===== src/rtl/pc_fetch_sequencer_pkg.sv =====
// ---------------------------------------------------------------------------
// pc_fetch_sequencer_pkg
// Shared definitions for the LEGv8 fetch sequencer and its next-PC mux:
//   seq_state_t  : sequencer state encoding (IDLE / RUN / HALT)
//   INSTR_BYTES  : byte distance between sequential instructions
//   WORD_SHIFT   : shift that turns a word offset into a byte offset
//   is_misaligned: true when a byte address is not on a 4-byte boundary
// ---------------------------------------------------------------------------
package pc_fetch_sequencer_pkg;

    typedef enum logic [1:0] {
        IDLE = 2'd0,
        RUN  = 2'd1,
        HALT = 2'd2
    } seq_state_t;

    localparam int INSTR_BYTES = 4;
    localparam int WORD_SHIFT  = 2;

    // An instruction address must have its two low bits clear.
    function automatic logic is_misaligned(input logic [1:0] low_bits);
        return (low_bits != 2'b00);
    endfunction

endpackage


===== src/rtl/pc_fetch_sequencer_pc_next_mux.sv =====
// ---------------------------------------------------------------------------
// pc_next_mux
// Combinational next-PC selection, shared with the pipelined fetch stage.
// Ports:
//   pc           in  ADDR_W  current program counter
//   branch_taken in  1       select the branch target
//   offset       in  ADDR_W  signed word offset (already sign-extended)
//   adder_out    out ADDR_W  pc + 4
//   next_pc      out ADDR_W  branch ? pc + (offset << 2) : pc + 4
// All arithmetic wraps modulo 2^ADDR_W; the shift drops the top two bits.
// ---------------------------------------------------------------------------
module pc_next_mux
    import pc_fetch_sequencer_pkg::*;
#(
    parameter int ADDR_W = 64
) (
    input  logic [ADDR_W-1:0] pc,
    input  logic              branch_taken,
    input  logic [ADDR_W-1:0] offset,
    output logic [ADDR_W-1:0] adder_out,
    output logic [ADDR_W-1:0] next_pc
);

    logic [ADDR_W-1:0] seq_pc_s;
    logic [ADDR_W-1:0] branch_pc_s;

    assign seq_pc_s    = pc + ADDR_W'(INSTR_BYTES);
    assign branch_pc_s = pc + (offset << WORD_SHIFT);
    assign adder_out   = seq_pc_s;

    // Pick the branch target or the sequential successor.
    always_comb begin
        next_pc = seq_pc_s;
        if (branch_taken) begin
            next_pc = branch_pc_s;
        end else begin
            next_pc = seq_pc_s;
        end
    end

endmodule


===== src/rtl/pc_fetch_sequencer.sv =====
// ---------------------------------------------------------------------------
// pc_fetch_sequencer
// On-chip program-counter sequencer for the single-cycle LEGv8 datapath.
// After start it issues MAX_INSTR instructions (sequential or branch
// successors), honours stall, and then halts until reset.
// Optional feature macro: PC_ALIGN_CHECK_EN (adds align_fault and halts on a
// misaligned next PC).
// Ports:
//   clock         in  1       system clock, rising edge
//   reset         in  1       asynchronous active-high reset
//   start         in  1       begin fetching at RESET_PC (IDLE only)
//   stall         in  1       hold PC and count this cycle
//   branch_taken  in  1       take branch target on the retiring edge
//   branch_offset in  ADDR_W  signed word offset
//   pc_out        out ADDR_W  registered current PC
//   adder_out     out ADDR_W  combinational pc_out + 4
//   pc_valid      out 1       pc_out holds an instruction to execute
//   inst_count    out CNT_W   instructions retired since start
//   halted        out 1       sticky halt indication
//   align_fault   out 1       (PC_ALIGN_CHECK_EN only) misaligned next PC
// ---------------------------------------------------------------------------
module pc_fetch_sequencer
    import pc_fetch_sequencer_pkg::*;
#(
    parameter int                ADDR_W    = 64,
    parameter logic [ADDR_W-1:0] RESET_PC  = {ADDR_W{1'b0}},
    parameter int                MAX_INSTR = 8,
    parameter int                CNT_W     = 16
) (
    input  logic              clock,
    input  logic              reset,
    input  logic              start,
    input  logic              stall,
    input  logic              branch_taken,
    input  logic [ADDR_W-1:0] branch_offset,
    output logic [ADDR_W-1:0] pc_out,
    output logic [ADDR_W-1:0] adder_out,
    output logic              pc_valid,
    output logic [CNT_W-1:0]  inst_count,
`ifdef PC_ALIGN_CHECK_EN
    output logic              align_fault,
`endif
    output logic              halted
);

    // The budget must be at least one and representable in inst_count.
    if ((MAX_INSTR < 1) ||
        (longint'(MAX_INSTR) > ((longint'(1) <<< CNT_W) - longint'(1)))) begin : g_bad_budget
        $error("pc_fetch_sequencer: MAX_INSTR must be >= 1 and fit in CNT_W bits");
    end

    localparam logic [CNT_W-1:0] CNT_SAT    = {CNT_W{1'b1}};
    localparam logic [CNT_W-1:0] CNT_BUDGET = CNT_W'(MAX_INSTR);

    seq_state_t        state_r;
    logic [ADDR_W-1:0] pc_r;
    logic              valid_r;
    logic [CNT_W-1:0]  count_r;
    logic              halted_r;
    logic [ADDR_W-1:0] next_pc_s;
    logic [CNT_W-1:0]  count_inc_s;
    logic              budget_hit_s;
    logic              misalign_s;
`ifdef PC_ALIGN_CHECK_EN
    logic              align_fault_r;
`endif

    pc_next_mux #(
        .ADDR_W (ADDR_W)
    ) u_pc_next_mux (
        .pc           (pc_r),
        .branch_taken (branch_taken),
        .offset       (branch_offset),
        .adder_out    (adder_out),
        .next_pc      (next_pc_s)
    );

    // Saturating increment; saturation is unreachable with a legal budget.
    assign count_inc_s  = (count_r == CNT_SAT) ? count_r : (count_r + {{(CNT_W-1){1'b0}}, 1'b1});
    assign budget_hit_s = (count_inc_s == CNT_BUDGET);

`ifdef PC_ALIGN_CHECK_EN
    assign misalign_s   = is_misaligned(next_pc_s[1:0]);
`else
    assign misalign_s   = 1'b0;
`endif

    // Sequencer FSM: owns state, PC, retire count and status flags.
    always_ff @(posedge clock or posedge reset) begin
        if (reset) begin
            state_r  <= IDLE;
            pc_r     <= RESET_PC;
            valid_r  <= 1'b0;
            count_r  <= {CNT_W{1'b0}};
            halted_r <= 1'b0;
`ifdef PC_ALIGN_CHECK_EN
            align_fault_r <= 1'b0;
`endif
        end else begin
            case (state_r)
                IDLE: begin
                    if (start) begin
                        state_r <= RUN;
                        pc_r    <= RESET_PC;
                        valid_r <= 1'b1;
                        count_r <= {CNT_W{1'b0}};
                    end else begin
                        valid_r <= 1'b0;
                    end
                end
                RUN: begin
                    // A stalled edge retires nothing, so it can never halt.
                    if (!stall) begin
                        pc_r    <= next_pc_s;
                        count_r <= count_inc_s;
                        if (budget_hit_s || misalign_s) begin
                            state_r  <= HALT;
                            valid_r  <= 1'b0;
                            halted_r <= 1'b1;
                        end else begin
                            valid_r  <= 1'b1;
                        end
`ifdef PC_ALIGN_CHECK_EN
                        if (misalign_s) begin
                            align_fault_r <= 1'b1;
                        end else begin
                            align_fault_r <= align_fault_r;
                        end
`endif
                    end else begin
                        valid_r <= 1'b1;
                    end
                end
                HALT: begin
                    // Sticky until reset; start is ignored.
                    valid_r  <= 1'b0;
                    halted_r <= 1'b1;
                end
                default: begin
                    state_r <= IDLE;
                    valid_r <= 1'b0;
                end
            endcase
        end
    end

    assign pc_out     = pc_r;
    assign pc_valid   = valid_r;
    assign inst_count = count_r;
    assign halted     = halted_r;
`ifdef PC_ALIGN_CHECK_EN
    assign align_fault = align_fault_r;
`endif

endmodule


===== config.mk =====
export PLATFORM = sky130hd
export DESIGN_NAME = pc_fetch_sequencer
export DESIGN_NICKNAME = d
export VERILOG_FILES = /design/src/rtl/pc_fetch_sequencer_pkg.sv /design/src/rtl/pc_fetch_sequencer_pc_next_mux.sv /design/src/rtl/pc_fetch_sequencer.sv
export SDC_FILE = /design/constraint.sdc
export NUM_CORES = 1
export LEC_CHECK = 0
export CELL_PAD_IN_SITES_DETAIL_PLACEMENT = 0
export CELL_PAD_IN_SITES_GLOBAL_PLACEMENT = 1
export CORE_MARGIN = 2
export CORE_UTILIZATION = 35
export DETAILED_ROUTE_END_ITERATION = 10
export PLACE_DENSITY = 0.78
export SYNTH_ARGS = -nofsm -noshare
export SYNTH_HDL_FRONTEND = slang
export SYNTH_SLANG_ARGS = --single-unit
export TNS_END_PERCENT = 10

===== constraint.sdc =====
create_clock -name clock -period 7.6 [get_ports clock]
set_clock_uncertainty 0.1 [all_clocks]
set_input_delay 0.76 -clock clock [delete_from_list [all_inputs] [get_ports clock]]
set_output_delay 0.76 -clock clock [all_outputs]
set_load 0.01 [all_outputs]

==> summary.md <==
| Metric | Value |
|---|---|
| RD Place Congestion | `0.933` |
| Worst vdd ir | `0.191 mV` |
| Core Area | `0.0261 mm²` |
| Adder-cell area share of the yosys netlist | `0.0871` |
| RSZ-0062 raised after global routing | `no` |
| Synth Instances | `1231` |
| Hold Crit Class | `register to register` |
| Final hold slack | `0.367 ns` |
| DR WL/cell | `19.6 µm` |
| Area Overhead vs Synth | `27.9%` |
| Kind of critical path | `register to primary output` |
| Leak | `0.00481 µW` |
| Slew HR | `0.379` |
| Synth Area in XOR/XNOR | `0.111` |
| First-pass GRT wire length | `52700 µm` |
| Multiplexer share of the synthesized area | `0.00782` |
| Prevailing post-synth register cell | `dfrtp_1` |
| Largest net degree at the start of global routing | `53` |
| Critical path required time | `6.74 ns` |
| Crit path max fanout | `9` |
| DIE AREA | `0.0278 mm²` |
| Slew Viols, Final | `0` |
| Cell Area, Synth | `0.00928 mm²` |
| Clock latency at the later pin of the worst-skew pair | `0.36 ns` |
| # hold bufs at CTS | `0` |
| DRT iter0 DRCs | `727` |
| Final ANT Viol Nets | `0` |
| Die Y | `167 µm` |
| # diodes | `0` |
| Pwr dens | `395 mW/mm²` |
| CTS tree | `done` |
| Sum Neg Setup Slack | `0 ns` |
| Post-cts resize count | `0` |
| Total CTS buffers | `9` |
| Largest family of logic cells by synthesized area | `compound AO/OA/AOI/OAI gates` |
| Clock buffer depth | `2` |
| Post-synth EDFFs | `0` |
| Total track usage | `0.236` |
| DP Area | `0.0116 mm²` |
| Max_cap viols | `0` |
| Post-layout power | `4690 µW` |
| H-tree Lvls | `3` |
| Initial Util | `0.356` |
| Syn_area_per_cell | `7.54 µm²` |
| Min Tclk post-route | `4.74 ns` |
| Final net count | `1525` |
| Via count | `10112` |
| Final Hold Fails | `0` |
| CTS clk-pin slew, worst paths | `0.07 ns` |
| CTS Sinks | `82` |
| IO Port Bufs | `208` |
| Seq/Total Area, Yosys | `0.221` |
| Final Setup Violations | `0` |
| Worst slew pin tran | `0.931 ns` |
| Vias in the first global route | `9368` |
| Critical Path Source Type | `register` |
| Dpl hpwl | `25800 µm` |
| CTS root buf | `clkbuf_16` |
| TritonRoute pass-1 iters | `5` |
| Yosys cell types | `82` |
| Final wirelength | `34000 µm` |
| Final core utilization | `0.456` |
| Crit path DAT | `3.88 ns` |
| Die X-Extent | `167 µm` |
| Grt ovf | `0` |
| Ys async rst share | `1.00` |
| Postcts setup bufs | `0` |
| Antenna violations before repair | `0` |
| Period utilisation layout | `0.624` |
| Design area | `0.0119 mm²` |
| Share of layout cells above drive strength 1 | `0.0515` |
| Critical Path Sink Type | `primary output` |
| Rows | `59` |
| Synth Area in Simple Gates | `0.248` |
| Top Ports | `215` |
| Compound-cell area share of the yosys netlist | `0.283` |
| Fmax | `211 MHz` |
| Synth Register Bits | `82` |
| Vias per inst | `5.84` |
| Status | `completed` |
| DRC Markers | `0` |
| Yosys warnings | `0` |
==> cells in the final DEF, fill, tap and decap left out, drive strengths merged, types with 12 or more instances in the layout <==
cell	synthesis	routed
clkdlybuf4s50	0	207
nor3	42	42
o21ai	120	120
nor2	93	93
a31oi	19	19
a22oi	25	25
inv	27	26
xnor2	75	75
a21oi	120	120
ha	63	63
nor4	15	15
o211ai	12	12
a21o	34	34
xor2	42	42
and3	20	20
nand3	49	49
nand2	133	133
nand4	41	41
dfrtp	82	82
==> logic make-up (layout without fill, tap and decap cells) <==
logic type / Yosys count / after routing
and+or+nand+nor: 441 / 441
AOI/OAI and AO/OA: 422 / 422
xor gates and xnor gates: 117 / 117
buffers and inverters: 97 / 260
DFF: 82 / 82
adders and majority gates: 64 / 64
muxes: 7 / 7
other: 1 / 4
==> final timing paths <==
kind	cells after the start	from	end	slack, ns
min in group asynchronous	2	reset	inst_count[2]$_DFFE_PP0P_	0.66
max reg2reg	12	pc_out[2]$_DFFE_PP0P_	pc_out[50]$_DFFE_PP0P_	3.80
min	2	halted$_DFFE_PP0P_	halted$_DFFE_PP0P_	0.37
max	11	pc_out[2]$_DFFE_PP0P_	adder_out[48]	2.86
min reg2reg	2	halted$_DFFE_PP0P_	halted$_DFFE_PP0P_	0.37
max in group asynchronous	3	reset	pc_out[31]$_DFFE_PP0P_	5.57
==> cell usage after synthesis (all sizes together), types with 11 or more instances <==
library cell / n / area share
o21bai: 11 / 0.0089
inv: 27 / 0.011
and3: 20 / 0.013
nor3: 42 / 0.029
o21a: 11 / 0.0089
a211oi: 11 / 0.0089
a21oi: 120 / 0.065
dfrtp: 82 / 0.22
clkbuf: 55 / 0.022
ha: 63 / 0.085
o21ai: 120 / 0.065
nor2: 93 / 0.038
nand4: 41 / 0.033
nand2: 133 / 0.055
a31oi: 19 / 0.014
o211ai: 12 / 0.0097
xor2: 42 / 0.040
a22oi: 25 / 0.021
xnor2: 75 / 0.071
a21o: 34 / 0.028
a22o: 11 / 0.010
buf: 15 / 0.0086
nand3: 49 / 0.029
nor4: 15 / 0.014
==> final cells by class <==
type	instances	area [µm²]
multi-input combinational	1055	6860
clock inverter	5	55.1
inverter	27	103
fill	2698	14200
sequential	82	2050
tap	335	419
timing repair buffer	217	2140
clock buffer	11	233
==> report_power, final <==
part           internal [µW]  total [µW]  switching (µW)
Clock                    254         458             203
Sequential               604         978             374
Combinational           1490        3250            1760
==> worst max-delay path: stages (launching register included) <==
cell and delay [ns]:
dfrtp_1 0.47, ha_1 0.29, nand3_2 0.20, nor3_4 0.54, nand2_1 0.22, nor2_1 0.24, nand3_1 0.18, nor3_2 0.38
nand4_1 0.16, xor2_1 0.20, inv_1 0.07, clkdlybuf4s50_1 0.58
==> metrics by stage <==
stage / worst slack (ns) / std cells
3_5_place_dp: 3.12 / 1716
5_1_grt: 2.64 / 1732
2_1_floorplan: 4.36 / 1234
6_report: 2.86 / 1732
4_1_cts: 2.88 / 1732
3_3_place_gp: 3.17 / 1716
==> metal layers <==
layer  up-vias  wire, µm  global-route usage
met2       309     15700               0.382
met1      4904     16300               0.340
met3        24      1630              0.0233
met5         -         0                   0
li1       4875         -                   -
met4         0       381              0.0491
==> state kept, by name (all words and copies together) (netlist names) <==
signal / flops
state_r: 2
pc_out: 62
inst_count: 16
halted: 1
pc_valid: 1
No activity file was read; power rests on OpenSTA's default activity.
